## src/rtl/eg_pwrmnt_ctrl.sv

```systemverilog
// eg_pwrmnt_ctrl -- controller for the Eagle power-monitor primitive (EG_PHY_PWRMNT).
//
// Sequences monitor power-up and settling, synchronizes and debounces the
// primitive's brown-out flag, and reports a qualified power-good level, a
// one-cycle brown-out event and a saturating brown-out count.
//
// Parameters:
//   SETTLE_CYCLES  cycles spent in SETTLE after power-up or a rail change (>=1)
//   FILT_LEN       consecutive identical synchronized samples to move the filter (>=1)
//   CNT_W          width of fault_cnt
//
// Ports:
//   clk         in   system clock
//   rst_n       in   synchronous active-low reset
//   en          in   monitor enable request
//   sel_req     in   requested rail select
//   clr_fault   in   releases a latched FAULT (only with PWRMNT_FAULT_LATCH_EN)
//   pwr_dwn_n   in   asynchronous brown-out flag from the primitive, 0 = rail low
//   sel_pwr     out  rail select to the primitive
//   pwr_mnt_pd  out  monitor power-down to the primitive, 1 = powered down
//   pwr_ok      out  qualified power good
//   brownout    out  one-cycle pulse on each GOOD->FAULT transition
//   busy        out  high while settling or qualifying
//   fault_cnt   out  saturating count of brown-out events
//
// Build option:
//   PWRMNT_FAULT_LATCH_EN  defined: FAULT is sticky and leaves only on clr_fault
//                          while the filtered level is high.
//                          undefined: FAULT returns to GOOD when the level rises.
//
// state   | meaning
// --------+-----------------------------------------------------------
// OFF     | monitor powered down, sel_pwr tracks sel_req
// SETTLE  | monitor powered, waiting SETTLE_CYCLES, filter held clear
// QUALIFY | waiting for the filtered level to first rise
// GOOD    | rail qualified good, pwr_ok high
// FAULT   | brown-out seen, waiting for recovery

module eg_pwrmnt_ctrl #(
   parameter int SETTLE_CYCLES = 16,
   parameter int FILT_LEN      = 4,
   parameter int CNT_W         = 8
) (
   input  logic             clk,
   input  logic             rst_n,
   input  logic             en,
   input  logic             sel_req,
   input  logic             clr_fault,
   input  logic             pwr_dwn_n,
   output logic             sel_pwr,
   output logic             pwr_mnt_pd,
   output logic             pwr_ok,
   output logic             brownout,
   output logic             busy,
   output logic [CNT_W-1:0] fault_cnt
);

   localparam int SC_W = (SETTLE_CYCLES > 1) ? $clog2(SETTLE_CYCLES) : 1;
   localparam int FC_W = (FILT_LEN > 1) ? $clog2(FILT_LEN) : 1;
   localparam logic [SC_W-1:0] SC_LOAD = SC_W'(SETTLE_CYCLES - 1);
   localparam logic [FC_W-1:0] FC_LAST = FC_W'(FILT_LEN - 1);

   typedef enum logic [2:0] {
      ST_OFF     = 3'd0,
      ST_SETTLE  = 3'd1,
      ST_QUALIFY = 3'd2,
      ST_GOOD    = 3'd3,
      ST_FAULT   = 3'd4
   } state_t;

   state_t            state, state_n;
   logic              sync1, s;
   logic              f, f_run;
   logic [FC_W-1:0]   fcnt, fcnt_run;
   logic [SC_W-1:0]   settle_cnt;
   logic              sel_pwr_n;
   logic              settle_load;
   logic              filt_clr;
   logic              f_rise, f_fall;
   logic              fault_evt;
   logic              rail_chg;

`ifndef PWRMNT_FAULT_LATCH_EN
   logic unused_clr_fault;
   assign unused_clr_fault = clr_fault;
`endif

   // Free-running filter step; the clear for SETTLE is applied at the register
   // so the FSM can see the would-be edge without a combinational loop.
   always_comb begin
      f_run    = f;
      fcnt_run = '0;
      if (s != f) begin
         if (fcnt == FC_LAST) begin
            f_run    = s;
            fcnt_run = '0;
         end else begin
            fcnt_run = fcnt + 1'b1;
         end
      end
   end

   assign f_rise   = ~f & f_run;
   assign f_fall   = f & ~f_run;
   assign rail_chg = (sel_req != sel_pwr);

   always_comb begin
      state_n     = state;
      sel_pwr_n   = sel_pwr;
      settle_load = 1'b0;
      fault_evt   = 1'b0;
      if (state == ST_OFF) begin
         sel_pwr_n = sel_req;
         if (en) begin
            state_n     = ST_SETTLE;
            settle_load = 1'b1;
         end
      end else if (!en) begin
         state_n = ST_OFF;
      end else if (rail_chg) begin
         // rail change outranks a coincident brown-out: no event is counted
         sel_pwr_n   = sel_req;
         state_n     = ST_SETTLE;
         settle_load = 1'b1;
      end else begin
         case (state)
            ST_SETTLE:  if (settle_cnt == '0) state_n = ST_QUALIFY;
            ST_QUALIFY: if (f_rise) state_n = ST_GOOD;
            ST_GOOD: begin
               if (f_fall) begin
                  state_n   = ST_FAULT;
                  fault_evt = 1'b1;
               end
            end
            ST_FAULT: begin
`ifdef PWRMNT_FAULT_LATCH_EN
               if (f && clr_fault) state_n = ST_GOOD;
`else
               if (f_rise) state_n = ST_GOOD;
`endif
            end
            default: state_n = ST_OFF;
         endcase
      end
   end

   // Filter is held clear for the whole of SETTLE, including the entry edge.
   assign filt_clr = (state == ST_SETTLE) || (state_n == ST_SETTLE);

   always_ff @(posedge clk) begin
      if (!rst_n) begin
         state <= ST_OFF;
      end else begin
         state <= state_n;
      end
   end

   always_ff @(posedge clk) begin
      if (!rst_n) begin
         sync1      <= 1'b0;
         s          <= 1'b0;
         f          <= 1'b0;
         fcnt       <= '0;
         settle_cnt <= '0;
         sel_pwr    <= 1'b0;
         pwr_mnt_pd <= 1'b1;
         pwr_ok     <= 1'b0;
         brownout   <= 1'b0;
         busy       <= 1'b0;
         fault_cnt  <= '0;
      end else begin
         sync1 <= pwr_dwn_n;
         s     <= sync1;
         if (filt_clr) begin
            f    <= 1'b0;
            fcnt <= '0;
         end else begin
            f    <= f_run;
            fcnt <= fcnt_run;
         end
         if (settle_load) begin
            settle_cnt <= SC_LOAD;
         end else if ((state == ST_SETTLE) && (settle_cnt != '0)) begin
            settle_cnt <= settle_cnt - 1'b1;
         end
         sel_pwr    <= sel_pwr_n;
         pwr_mnt_pd <= (state_n == ST_OFF);
         pwr_ok     <= (state_n == ST_GOOD);
         busy       <= (state_n == ST_SETTLE) || (state_n == ST_QUALIFY);
         brownout   <= fault_evt;
         if (fault_evt && (fault_cnt != '1)) begin
            fault_cnt <= fault_cnt + 1'b1;
         end
      end
   end

endmodule

```

## config.mk

```make
export PLATFORM = sky130hd
export DESIGN_NAME = eg_pwrmnt_ctrl
export DESIGN_NICKNAME = d
export VERILOG_FILES = /design/src/rtl/eg_pwrmnt_ctrl.sv
export SDC_FILE = /design/constraint.sdc
export NUM_CORES = 1
export LEC_CHECK = 0
export BUFFER_PORTS_ARGS = -buffer_cell sky130_fd_sc_hd__buf_4
export CAP_MARGIN = 20
export CORE_AREA = 10 10 57 59
export DETAILED_ROUTE_END_ITERATION = 6
export DIE_AREA = 0 0 67 69
export PLACE_DENSITY_LB_ADDON = 0.15
export SLEW_MARGIN = 10
export SYNTH_ARGS = -nofsm -noshare
export SYNTH_HDL_FRONTEND = slang
export SYNTH_SLANG_ARGS = --single-unit
export TNS_END_PERCENT = 50
```

## constraint.sdc

```tcl
create_clock -name clk -period 3.54 [get_ports clk]
set_input_delay 0.354 -clock clk [delete_from_list [all_inputs] [get_ports clk]]
set_output_delay 0.354 -clock clk [all_outputs]
set_load 0.02 [all_outputs]
```

# ---- After elaboration in Yosys (flattened, before gate mapping)
# Cells that the tools add are included.
# W data, S select, Z words.
dict set report word_totals {
  register_bits 25
  in_bits 6
  out_inout_bits 13
  elab_cells 71
}
dict set report op_classes {
  n_addsub 3
  n_eq_ne 11
  n_mux 24
  bitwise 6
  n_reduce_logical 15
}
# op n
set ops {}
lappend ops {{$mux W3} 7}
lappend ops {{$mux W1} 14}
lappend ops {{$eq A3 B2 Y1 const B} 4}
lappend ops {{$pmux W3 S3} 1}
lappend ops {{$add A8 B1 Y8 const B} 1}
lappend ops {{$mux W4} 2}
lappend ops {{$ne A8 B8 Y1 const B} 1}
lappend ops {{$eq A3 B1 Y1 const B} 2}
lappend ops {{$logic_not A3 Y1} 2}
lappend ops {{$reduce_bool A2 Y1} 3}
lappend ops {{$logic_not A4 Y1} 1}
lappend ops {{$not A1 Y1} 4}
lappend ops {{$reduce_bool A4 Y1} 1}
lappend ops {{$reduce_or A2 Y1} 2}
lappend ops {{$reduce_or A4 Y1} 1}
lappend ops {{$sub A4 B1 Y4 const B} 1}
lappend ops {{$eq A3 B3 Y1 const B} 1}
lappend ops {{$add A2 B1 Y2 const B} 1}
lappend ops {{$and A1 B1 Y1} 2}
lappend ops {{$eq A2 B2 Y1 const B} 1}
lappend ops {{$logic_and A1 B1 Y1} 2}
lappend ops {{$logic_or A1 B1 Y1} 2}
lappend ops {{$ne A1 B1 Y1} 2}
lappend ops {{$reduce_and A2 Y1} 1}

# ---- Depth between registers and ports, before layout
dict set report logic_depth {
  word_depth 13
  ltp_mapped 8
  mapped_depth_nobuf 8
}

# ---- Least setup slack after synthesis
# OpenSTA, ideal clock, no wires.
dict set report synth_timing {
  path_type {flip-flop to flip-flop}
  start {register fault_cnt[0]}
  end {register fault_cnt[4]}
  setup_ns 0.128
  arrival_time_ns 1.662
  required_ns 3.412
  setup_slack_ns 1.750
  stages_incl_launch_ff 8
  path_buffers 0
  synth_period_minus_slack_ns 1.790
  cell_sequence {dfxtp_1 ha_1 and3_1 and3_1 nor3_2 nand4_1 xor2_1 nor2_1}
}
dict set report synth_via {
  elab_chain_cells 2
}
# element line_no
set synth_rtl {}
lappend synth_rtl {{from (decl)} 55} ;# output logic [CNT_W-1:0] fault_cnt
lappend synth_rtl {{from (signal assigned)} 192} ;# fault_cnt <= fault_cnt + 1'b1;
lappend synth_rtl {{branches (longest 2 deep; another with $add A8 B1 Y8)} -}
# Parallel ways; which one is timed is not known.
# A chain may end at the register's enable or synchronous reset.

# ---- Final worst setup path
dict set report layout_timing {
  start {register fcnt[0]}
  end {register fault_cnt[7]}
}
dict set report layout_via {
  elab_chain_cells 11
}
# element line_no
set layout_rtl {}
lappend layout_rtl {{from (decl)} 74} ;# logic [FC_W-1:0] fcnt, fcnt_run;
lappend layout_rtl {{from (signal assigned)} 179} ;# fcnt <= fcnt_run;
lappend layout_rtl {{$eq A2 B2 Y1} 94} ;# if (fcnt == FC_LAST) begin
lappend layout_rtl {{$mux W1} 94}
lappend layout_rtl {{$mux W1} 93} ;# if (s != f) begin
lappend layout_rtl {{$not A1 Y1} 104} ;# assign f_fall = f & ~f_run;
lappend layout_rtl {{$and A1 B1 Y1} 104}
lappend layout_rtl {{$mux W1} 130} ;# if (f_fall) begin
lappend layout_rtl {{$mux W1} 126} ;# case (state)
lappend layout_rtl {{$mux W1} 120} ;# end else if (rail_chg) begin
lappend layout_rtl {{$mux W1} 118} ;# end else if (!en) begin
lappend layout_rtl {{$mux W1} 112} ;# if (state == ST_OFF) begin
lappend layout_rtl {{$logic_and A1 B1 Y1} 191} ;# if (fault_evt && (fault_cnt != '1)) begin
# Every way passes these cells.

==> results.yml <==
clock_network:
  clockRootBuffer: "clkbuf_4"
  cts_setup_buffers: 0
  cts.sinks: 25
  cts_tree: "yes"
  clockBufferDepth: 2
  insertion_delay_ps: 310
  postCtsHoldBufs: 0
  cts_max_level: 1
  cts_buffers: 3
  clkSlewWorstSetupHoldPaths_ps: 120
  postCtsResizedCells: 0
global_routing:
  grt_max_degree: 17
  grt_pass1_wl_um: 3860
  grt_pass1_vias: 907
  gr-usage-all-layers_pct: 10.1
  gr-total-overflow: 0
  antenna_found_initial: 0
placed_design:
  gp_congestion: 0.817
  portBuffers: 17
  dp_cells: 167
  hpwlAfterDp_um: 1720
floorplanning:
  top_level_ports: 19
  die_area_um2: 4620
  row_count: 17
  die-width_um: 67
  core_area_um2: 2150
  start_util_pct: 53.6
  die_height_um: 69
route:
  routedWlPerCell_um: 13.0
  vias: 937
  wl_um: 2230
  drtIter0Drc: 19
  via_per_inst: 5.48
  met1_length_um: 929
  drc: 0
  drt_pass1_iterations: 4
  ant_nets: 0
  wl_met3_um: 124
  met2_length_um: 1140
  top_layer: "met4"
worst_setup_path:
  start_kind: "flip-flop"
  critPathArrivalTime_ps: 2270
  worstSetupPathType: "reg -> reg"
  crit_required_ps: 3740
  cp_max_fo: 8
  end_kind: "flip-flop"
run:
  maxCapViolCount: 0
sta:
  setup_violations: 0
  finalMaxSlewViolations: 0
  worstMarginPinSlew_ps: 524
  fin_skew_ps: 1.58
  period_needed_ps: 2070
  fmax_mhz: 483
  period_share_pct: 58.5
  final-hold-violation-count: 0
  setup_tns_ps: 0
  rsz0062_at_grt: "no"
  relSlewSlack_pct: 64.9
power_and_ir_drop:
  p_leak_nw: 0.572
  intPower_mw: 0.359
  p_switching_mw: 0.115
  power_frac_comb_pct: 11.0
  swShare_pct: 24.3
  pwr-share-clk_pct: 26.1
  seqPwrFrac_pct: 63.0
  vdd_drop_max_uv: 249
  p_per_area_nw_per_um2: 354
yosys:
  ys.flop_type: "dfxtp_1"
  ys_ff_latch: 25
  postSynthAreaPerCell_um2: 9.36
  yosys.area.top_type: "dfxtp_1"
  ys_seq_area_share_pct: 43.5
  ys_async_sr_fraction_pct: 0
  synth_edf_count: 0
  yosys_warnings: 0
  synth.top_cell.area_share_pct: 43.5
  synth_cells: 123
  syn_nets: 132
  synth_top_cells_by_area: "dfxtp_1 43%, xor2_1 6.8%, a21oi_1 3.9%"
  synth_area_um2: 1150
  ys_types: 36
final_layout:
  fin_util_pct: 62.2
  mostFrequentLayoutCells: "25 x dfxtp_1, 17 x buf_4, 12 x nor2_1, 12 x nand2_1"
  fillers: 204
  instances_no_fill: 171
  drive_gt1_share_pct: 21.0
  num_antenna_cells: 0
  final_common_cell: "dfxtp_1"
  fin_nets: 153
  syn2layout_area_growth_pct: 16.1
outcome:
  status: "finished, final reports clean"
worst_hold_path:
  min_path_type: "in -> reg"
==> worst paths after layout <==
kind / from / end / slack, ps / depth (start not counted)
setup reg to reg: fcnt[0] / fault_cnt[7] / 1470 / 7
setup / recovery: fcnt[0] / fault_cnt[7] / 1470 / 7
hold / removal: rst_n / pwr_mnt_pd / 240 / 2
hold reg to reg: sync1 / s / 450 / 1
==> worst max-delay path, stage by stage, from the launching register on <==
cell	delay [ps]
dfxtp_1	350
ha_1	220
nor2b_1	240
nand4_1	230
nor3_2	510
nand4_1	180
xor2_1	160
nor2_1	50
==> cells by family (layout without fill, tap and decap cells) <==
logic type / Yosys count / in the layout / synth area share, %
buf+inv: 5 / 25 / 1.63
simple gates: 58 / 58 / 29.6
xor+xnor: 12 / 12 / 9.13
flops: 25 / 25 / 43.5
mux: 1 / 1 / 0.870
fa+ha+maj: 3 / 3 / 3.26
compound gates: 19 / 19 / 12.1
==> routing by layer <==
layer	vias up	GRT usage (%)
li1	471	-
met1	447	10.4
met2	14	17.3
met3	5	4.03
met4	0	4.30
met5	-	0
==> registers in the layout, summed over array words and instances (netlist names) <==
register	cells
sel_pwr	1
f	1
sync1	1
settle_cnt	4
brownout	1
fcnt	2
pwr_mnt_pd	1
fault_cnt	8
s	1
pwr_ok	1
state	3
busy	1
==> synthesized netlist by cell type, types with 2 or more instances <==
| library cell | instances |
|---|---|
| a21oi_1 | 9 |
| xnor2_1 | 3 |
| o21ai_1 | 3 |
| xor2_1 | 9 |
| nor2b_1 | 2 |
| and2b_1 | 2 |
| nor3_1 | 5 |
| nor2_1 | 12 |
| inv_1 | 4 |
| and2_1 | 2 |
| nor3b_2 | 2 |
| nand4_1 | 5 |
| ha_1 | 3 |
| dfxtp_1 | 25 |
| nand2_1 | 12 |
| and3_1 | 5 |
==> per-stage QoR <==
step / instance area (µm²) / hold slack [ps] / setup WS [ps] / power (mW)
floorplan: 1150 / 412 / 1750 / 0.340
global placement: 1310 / 418 / 1490 / 0.355
detailed placement: 1310 / 429 / 1490 / 0.356
CTS: 1340 / 234 / 1460 / 0.479
global route: 1340 / 228 / 1280 / 0.499
finish: 1340 / 236 / 1470 / 0.474
==> area by class of cell <==
class	count	area, µm²	area share (%)
Multi-Input combinational cell	93	632	47.3
Tap cell	28	35.0	2.62
Timing Repair Buffer	17	128	9.55
Clock buffer	4	26.3	1.97
Inverter	4	15.0	1.12
Sequential cell	25	500	37.5
==> power groups by stage <==
stage | registers (mW) | clock network, mW | logic [mW]
2_1_floorplan | 0.306 | 0 | 0.0343
3_3_place_gp | 0.304 | 0 | 0.0512
3_5_place_dp | 0.304 | 0 | 0.0520
4_1_cts | 0.298 | 0.129 | 0.0523
5_1_grt | 0.300 | 0.140 | 0.0586
6_report | 0.298 | 0.123 | 0.0520
Note: power is estimated with default switching activity, not from simulation.
